File: src/rtl/board_pkg.sv
// Shared board geometry, row/address types and the line-clear FSM state encoding.
// Also holds the saturating lines counter helper used when a run completes.
package board_pkg;
  localparam int BOARD_W  = 10;
  localparam int BOARD_H  = 20;
  localparam int ROW_BITS = 16;
  localparam int ADDR_W   = $clog2(BOARD_H);
  localparam int CNT_W    = $clog2(BOARD_H + 1);

  typedef logic [ROW_BITS-1:0] row_t;
  typedef logic [ADDR_W-1:0]   row_addr_t;
  typedef logic [CNT_W-1:0]    line_cnt_t;

  typedef enum logic [2:0] {
    IDLE = 3'd0,
    RD   = 3'd1,
    EVAL = 3'd2,
    FILL = 3'd3,
    DONE = 3'd4
  } lcs_state_t;

  // Running total add that pins at all-ones instead of wrapping
  function automatic logic [15:0] sat16(input logic [15:0] total, input line_cnt_t add);
    logic [16:0] sum;
    sum = {1'b0, total} + 17'(add);
    return sum[16] ? 16'hFFFF : sum[15:0];
  endfunction
endpackage

File: src/rtl/line_clear_sequencer_if.sv
// Game-logic handshake plus board row RAM port of the line clear sequencer.
// master is the sequencer itself (it owns the RAM while busy); slave is the game/RAM side.
interface line_clear_sequencer_if;
  import board_pkg::*;

  logic        start;
  logic        busy;
  logic        done;
  line_cnt_t   lines_cleared;
  logic [15:0] lines_total;
  logic        rd_en;
  row_addr_t   rd_addr;
  row_t        rd_data;
  logic        wr_en;
  row_addr_t   wr_addr;
  row_t        wr_data;

  modport master (
    input  start, rd_data,
    output busy, done, lines_cleared, lines_total,
           rd_en, rd_addr, wr_en, wr_addr, wr_data
  );

  modport slave (
    output start, rd_data,
    input  busy, done, lines_cleared, lines_total,
           rd_en, rd_addr, wr_en, wr_addr, wr_data
  );
endinterface

File: src/rtl/line_clear_sequencer.sv
// Post-lock board compactor: scans rows bottom-to-top, drops full rows, shifts the rest
// down and zero-fills the top, then reports lines cleared for this lock and in total.
module line_clear_sequencer
  import board_pkg::*;
(
  input  logic                   frame_clk,
  input  logic                   Reset,
  line_clear_sequencer_if.master bus
);

  lcs_state_t  state_r;
  row_addr_t   r_r;
  logic [ADDR_W:0] w_r;
  line_cnt_t   cnt_r;
  logic        busy_r;
  logic        done_r;
  line_cnt_t   lines_cleared_r;
  logic [15:0] lines_total_r;
  logic        rd_en_r;
  row_addr_t   rd_addr_r;

  logic        full_s;
  line_cnt_t   cnt_next_s;
  logic        wr_en_s;
  row_addr_t   wr_addr_s;
  row_t        wr_data_s;

  localparam logic [ADDR_W:0] W_ONE  = {{ADDR_W{1'b0}}, 1'b1};
  localparam row_addr_t       BOTTOM = row_addr_t'(BOARD_H - 1);

  // Fullness of the row returned by the RAM and the line count it implies
  always_comb begin
    full_s = &bus.rd_data[BOARD_W-1:0];
    if (full_s) begin
      cnt_next_s = cnt_r + line_cnt_t'(1);
    end else begin
      cnt_next_s = cnt_r;
    end
  end

  // Write port follows the state directly: the read data arrives in EVAL and must be
  // written back in that same cycle to keep one RAM access per cycle at two cycles per row.
  always_comb begin
    wr_en_s   = 1'b0;
    wr_addr_s = '0;
    wr_data_s = '0;
    case (state_r)
      EVAL: begin
        if (!full_s && (w_r != {1'b0, r_r})) begin
          wr_en_s   = 1'b1;
          wr_addr_s = w_r[ADDR_W-1:0];
          wr_data_s = bus.rd_data;
        end else begin
          wr_en_s   = 1'b0;
        end
      end
      FILL: begin
        wr_en_s   = 1'b1;
        wr_addr_s = w_r[ADDR_W-1:0];
        wr_data_s = '0;
      end
      default: begin
        wr_en_s   = 1'b0;
      end
    endcase
  end

  // Sequencer FSM with registered handshake, read strobe and line counters
  always_ff @(posedge frame_clk or negedge Reset) begin
    if (!Reset) begin
      state_r         <= IDLE;
      r_r             <= '0;
      w_r             <= '0;
      cnt_r           <= '0;
      busy_r          <= 1'b0;
      done_r          <= 1'b0;
      lines_cleared_r <= '0;
      lines_total_r   <= 16'h0000;
      rd_en_r         <= 1'b0;
      rd_addr_r       <= '0;
    end else begin
      case (state_r)
        IDLE: begin
          done_r <= 1'b0;
          if (bus.start) begin
            r_r             <= BOTTOM;
            w_r             <= {1'b0, BOTTOM};
            cnt_r           <= '0;
            lines_cleared_r <= '0;
            busy_r          <= 1'b1;
            rd_en_r         <= 1'b1;
            rd_addr_r       <= BOTTOM;
            state_r         <= RD;
          end else begin
            busy_r          <= 1'b0;
          end
        end
        RD: begin
          rd_en_r <= 1'b0;
          state_r <= EVAL;
        end
        EVAL: begin
          cnt_r <= cnt_next_s;
          if (!full_s) begin
            w_r <= w_r - W_ONE;
          end else begin
            w_r <= w_r;
          end
          if (r_r == '0) begin
            if (cnt_next_s != '0) begin
              state_r <= FILL;
            end else begin
              done_r          <= 1'b1;
              lines_cleared_r <= cnt_next_s;
              lines_total_r   <= sat16(lines_total_r, cnt_next_s);
              state_r         <= DONE;
            end
          end else begin
            r_r       <= r_r - row_addr_t'(1);
            rd_en_r   <= 1'b1;
            rd_addr_r <= r_r - row_addr_t'(1);
            state_r   <= RD;
          end
        end
        FILL: begin
          w_r <= w_r - W_ONE;
          if (w_r == '0) begin
            done_r          <= 1'b1;
            lines_cleared_r <= cnt_r;
            lines_total_r   <= sat16(lines_total_r, cnt_r);
            state_r         <= DONE;
          end else begin
            state_r         <= FILL;
          end
        end
        DONE: begin
          done_r  <= 1'b0;
          busy_r  <= 1'b0;
          state_r <= IDLE;
        end
        default: begin
          state_r <= IDLE;
        end
      endcase
    end
  end

  assign bus.busy          = busy_r;
  assign bus.done          = done_r;
  assign bus.lines_cleared = lines_cleared_r;
  assign bus.lines_total   = lines_total_r;
  assign bus.rd_en         = rd_en_r;
  assign bus.rd_addr       = rd_addr_r;
  assign bus.wr_en         = wr_en_s;
  assign bus.wr_addr       = wr_addr_s;
  assign bus.wr_data       = wr_data_s;

endmodule
File: src/flat_wrapper.sv
// flat-port wrapper written by rule: the top's interface ports become plain ports
module line_clear_sequencer_flat import board_pkg::*;
  (frame_clk, Reset, bus_start, bus_rd_data, bus_busy, bus_done, bus_lines_cleared, bus_lines_total, bus_rd_en, bus_rd_addr, bus_wr_en, bus_wr_addr, bus_wr_data);
  line_clear_sequencer_if bus_i ();
  input  logic frame_clk;
  input  logic Reset;
  input wire logic [$bits(bus_i.start)-1:0] bus_start;
  input wire logic [$bits(bus_i.rd_data)-1:0] bus_rd_data;
  output wire logic [$bits(bus_i.busy)-1:0] bus_busy;
  output wire logic [$bits(bus_i.done)-1:0] bus_done;
  output wire logic [$bits(bus_i.lines_cleared)-1:0] bus_lines_cleared;
  output wire logic [$bits(bus_i.lines_total)-1:0] bus_lines_total;
  output wire logic [$bits(bus_i.rd_en)-1:0] bus_rd_en;
  output wire logic [$bits(bus_i.rd_addr)-1:0] bus_rd_addr;
  output wire logic [$bits(bus_i.wr_en)-1:0] bus_wr_en;
  output wire logic [$bits(bus_i.wr_addr)-1:0] bus_wr_addr;
  output wire logic [$bits(bus_i.wr_data)-1:0] bus_wr_data;
  assign bus_i.start = bus_start;
  assign bus_i.rd_data = bus_rd_data;
  assign bus_busy = bus_i.busy;
  assign bus_done = bus_i.done;
  assign bus_lines_cleared = bus_i.lines_cleared;
  assign bus_lines_total = bus_i.lines_total;
  assign bus_rd_en = bus_i.rd_en;
  assign bus_rd_addr = bus_i.rd_addr;
  assign bus_wr_en = bus_i.wr_en;
  assign bus_wr_addr = bus_i.wr_addr;
  assign bus_wr_data = bus_i.wr_data;
  line_clear_sequencer u_core (.frame_clk(frame_clk), .Reset(Reset), .bus(bus_i));
endmodule
File: config.mk
export PLATFORM = sky130hd
export DESIGN_NAME = line_clear_sequencer_flat
export DESIGN_NICKNAME = d
export VERILOG_FILES = /design/src/rtl/board_pkg.sv /design/src/rtl/line_clear_sequencer_if.sv /design/src/rtl/line_clear_sequencer.sv /design/src/flat_wrapper.sv
export SDC_FILE = /design/constraint.sdc
export NUM_CORES = 1
export LEC_CHECK = 0
export CORE_MARGIN = 2
export CORE_UTILIZATION = 50
export CTS_CLUSTER_DIAMETER = 30
export DETAILED_ROUTE_END_ITERATION = 16
export PLACE_DENSITY_LB_ADDON = 0.12
export RECOVER_POWER = 50
export SYNTH_ARGS = -nofsm -noshare
export SYNTH_HDL_FRONTEND = slang
export SYNTH_SLANG_ARGS = --single-unit
File: constraint.sdc
create_clock -name frame_clk -period 3.9 [get_ports frame_clk]
set_clock_uncertainty 0.15 [all_clocks]
set_input_delay 0.585 -clock frame_clk [delete_from_list [all_inputs] [get_ports frame_clk]]
set_output_delay 0.585 -clock frame_clk [all_outputs]
set_load 0.05 [all_outputs]
==> out/qor.yml <==
outcome:
  status: "complete, but fails checks"
  violations: "capacitance limit, slew limit"
synth:
  synth_flop_cell: "dfrtp_1"
  netlist_area_sq_um: 3074
  yosysUniqueCellTypes: 61
  yosysSeqAreaShare: 0.3500
  synthesis.nets: 393
  synth-edff-count: 0
  syn_inst: 358
  yosysTopAreaCell: "dfrtp_1"
  ys_ff_latch: 43
  synth_top_area_frac: 0.3500
  synth.area.top_cells: "dfrtp_1 35%, ha_1 5.7%, nor2_1 5.0%"
  synth.avg_cell_area_sq_um: 8.587
  ys_warn_count: 0
  async_reset_ff_frac: 1.000
layout:
  antenna_cells: 0
  area_delta_synth_final_pct: 30.81
  final_common_cell: "clkdlybuf4s50_1"
  drive_above_1_share: 0.1174
  layout_common_cells: "47 x clkdlybuf4s50_1, 43 x dfrtp_1, 41 x nor2_1, 39 x nand2_1, 28 x buf_4"
  nets: 477
placed_design:
  gp_congestion: 0.8947
  port_buffers: 69
  dp_hpwl_um: 6062
floorplanning:
  dieArea_sq_um: 6791
  core_area_sq_um: 5921
  die_y_um: 82.41
  num_io_pins: 70
  fp-row-count: 28
  initial_utilization: 0.5192
  die_width_um: 82.41
routing:
  antenna_left: 0
  wl_per_cell_um: 15.58
  dr.pass1.iters: 4
  dr.first_iter.drc_count: 169
  drt_wl_total_um: 8072
  viasPerCell: 5.701
  vias: 2953
  drc: 0
setup_path:
  r2r_slack_ns: 0.72
  cp-start-kind: "primary input"
  reg2regPathDepth: 13
  startpoint: "bus_rd_data[5]"
  reg2reg_from: "u_core.cnt_r[0]$_DFFE_PN0P_"
  r2r-end: "u_core.bus.lines_total[9]$_DFFE_PN0P_"
  cpMostUsedCell: "buf_4"
  slowest_stage: "clkdlybuf4s50_1"
  path_class: "in -> out"
  cp_data_required_time_ns: 3.16
  crit_chain: "clkdlybuf4s50_1 > nand4_1 > buf_4 > nor3_4 > buf_4 > nor2_1 > o31a_1 > buf_4 > and2_1 > clkdlybuf4s50_1"
  crit_arrival_ns: 2.96
  critPathMaxStageDelay_ns: 0.81
  critPathMaxFanout: 17
  end_kind: "output pin"
clock_tree:
  insertion_delay_ns: 0.30
  ctsHoldBuffers: 0
  numCtsBuffers: 5
  cts_tree: "built"
  clk_pin_slew_ns: 0.09
  root_buffer: "clkbuf_8"
  clock_sinks: 43
  clk_path_buf_depth: 2
  htree_levels: 2
timing:
  hold_violations: 0
  finalCritPeriodShare: 0.9474
  min_period_ns: 3.695
  grt_setup_unrepaired: "false"
  slew-limit-headroom: -0.5567
  maxSlewViolCount: 44
  worstMarginPinSlew_ns: 2.335
  setup_violations: 0
  hold_slack_ns: 0.3456
  max_freq_mhz: 270.7
flow_run:
  maxCapViolCount: 1
min_path:
  hold_path_class: "reg -> reg"
  holdPathEnd: "u_core.bus.lines_cleared[2]$_DFFE_PN0P_"
  hp-start: "u_core.bus.lines_cleared[2]$_DFFE_PN0P_"
  hold_depth: 1
pwr:
  netSwitchingPower_uw: 1441
  p_clk_frac: 0.106
  seqPwrFrac: 0.262
  finalPower_uw: 2720
  intPower_uw: 1279
  sw_frac_of_total: 0.5299
  leakagePower_uw: 0.001789
  irDropWorstVdd_mv: 0.7641
  combPwrFrac: 0.631
  pwr_density_cell_nw_per_um2: 676.4
global_route:
  grt_max_degree: 44
  overflow: 0
  grt_pass1_wl_um: 13300
  track_usage: 0.2536
  grt_pass1_vias: 2849
  antenna_found_initial: 0
cell usage after synthesis (all sizes together), types with 3 or more instances:
master,count
xnor2,12
nand2,40
nor2b,5
dfrtp,43
xor2,14
clkbuf,7
nor2,41
inv,12
o21a,5
or2,3
nor3,9
nand4,7
a22oi,3
or3,4
o31a,3
o21ai,24
mux2,9
and2,19
ha,14
mux2i,3
buf,6
a21oi,22
nand3,13
a31oi,7
per-stage QoR:
stage | instance area [sq um] | TNS (ns) | setup slack [ns] | cells | utilization
final | 4021 | 0 | 0.2052 | 518 | 0.6792
after global routing | 4021 | 0 | 0.02381 | 518 | 0.6792
after CTS | 4015 | 0 | 0.1662 | 518 | 0.6781
after detailed placement | 3930 | -0.7303 | -0.1591 | 510 | 0.6638
after global placement | 3930 | -0.05928 | -0.02897 | 510 | 0.6638
after floorplan | 3074 | 0 | 0.5713 | 358 | -
sequential cells by signal, summed over array words and instances (netlist names):
| name | count |
|---|---|
| u_core.bus.busy | 1 |
| u_core.bus.done | 1 |
| u_core.bus.lines_cleared | 5 |
| u_core.bus.lines_total | 16 |
| u_core.bus.rd_en | 1 |
| u_core.cnt_r | 5 |
| u_core.r_r | 5 |
| u_core.state_r | 3 |
| u_core.w_r | 6 |
worst max-delay path, delay by kind of cell:
family / cells / cell delay (ns)
compound gates: 1 / 0.18
buf+inv: 5 / 1.72
simple gates: 4 / 0.48
what timing repair did:
action | 4_1_cts | 5_1_grt
gates resized for setup | 0 | 3
endpoints found under the setup margin | 0 | 7
buffers inserted | 0 | 0
endpoints found under the hold margin | 0 | 0
logic make-up after synthesis:
kind of cell | count (synthesis) | synth area share
xor+xnor | 26 | 0.07407
compound gates | 83 | 0.1730
mux | 12 | 0.04273
fa+ha+maj | 16 | 0.07001
flops | 43 | 0.3500
simple gates | 153 | 0.2548
buf+inv | 25 | 0.03541
per-layer routing:
metal,routed length (um),up-vias,part of all wire,track usage
met5,0,-,0,0
met4,75,0,0.0093,0.05167
met3,422,9,0.052,0.05652
met2,3804,89,0.47,0.4210
met1,3769,1421,0.47,0.3395
li1,-,1434,-,-
worst max path at each step:
stage | endpoint | slack [ns] | cells after the start
6_report | bus_wr_data[8] | 0.21 | 10
5_1_grt | bus_wr_addr[1] | 0.02 | 10
4_1_cts | u_core.bus.lines_total[13]$_DFFE_PN0P_ | 0.17 | 14
3_5_place_dp | u_core.bus.lines_total[13]$_DFFE_PN0P_ | -0.16 | 14
3_3_place_gp | u_core.bus.lines_total[13]$_DFFE_PN0P_ | -0.03 | 14
2_1_floorplan | u_core.bus.lines_total[13]$_DFFE_PN0P_ | 0.57 | 14
area by class of cell:
type / instances / area [sq um]
repair buffers: 90 / 824.5
multi-input cells: 290 / 1897
clock inverters: 2 / 12.51
flip-flops and latches: 43 / 1076
fillers: 501 / 1899
inverters: 12 / 45.04
clock buffers: 6 / 72.57
well taps: 75 / 93.84
power by group through the flow:
| stage | combinational [uW] | sequential (uW) | clock [uW] |
|---|---|---|---|
| finish | 1720 | 713 | 289 |
| global route | 1850 | 738 | 311 |
| CTS | 1730 | 714 | 296 |
| detailed placement | 1710 | 722 | 0 |
| global placement | 1690 | 719 | 0 |
| floorplan | 950 | 929 | 0 |
Note: power is estimated with default switching activity, not from simulation.
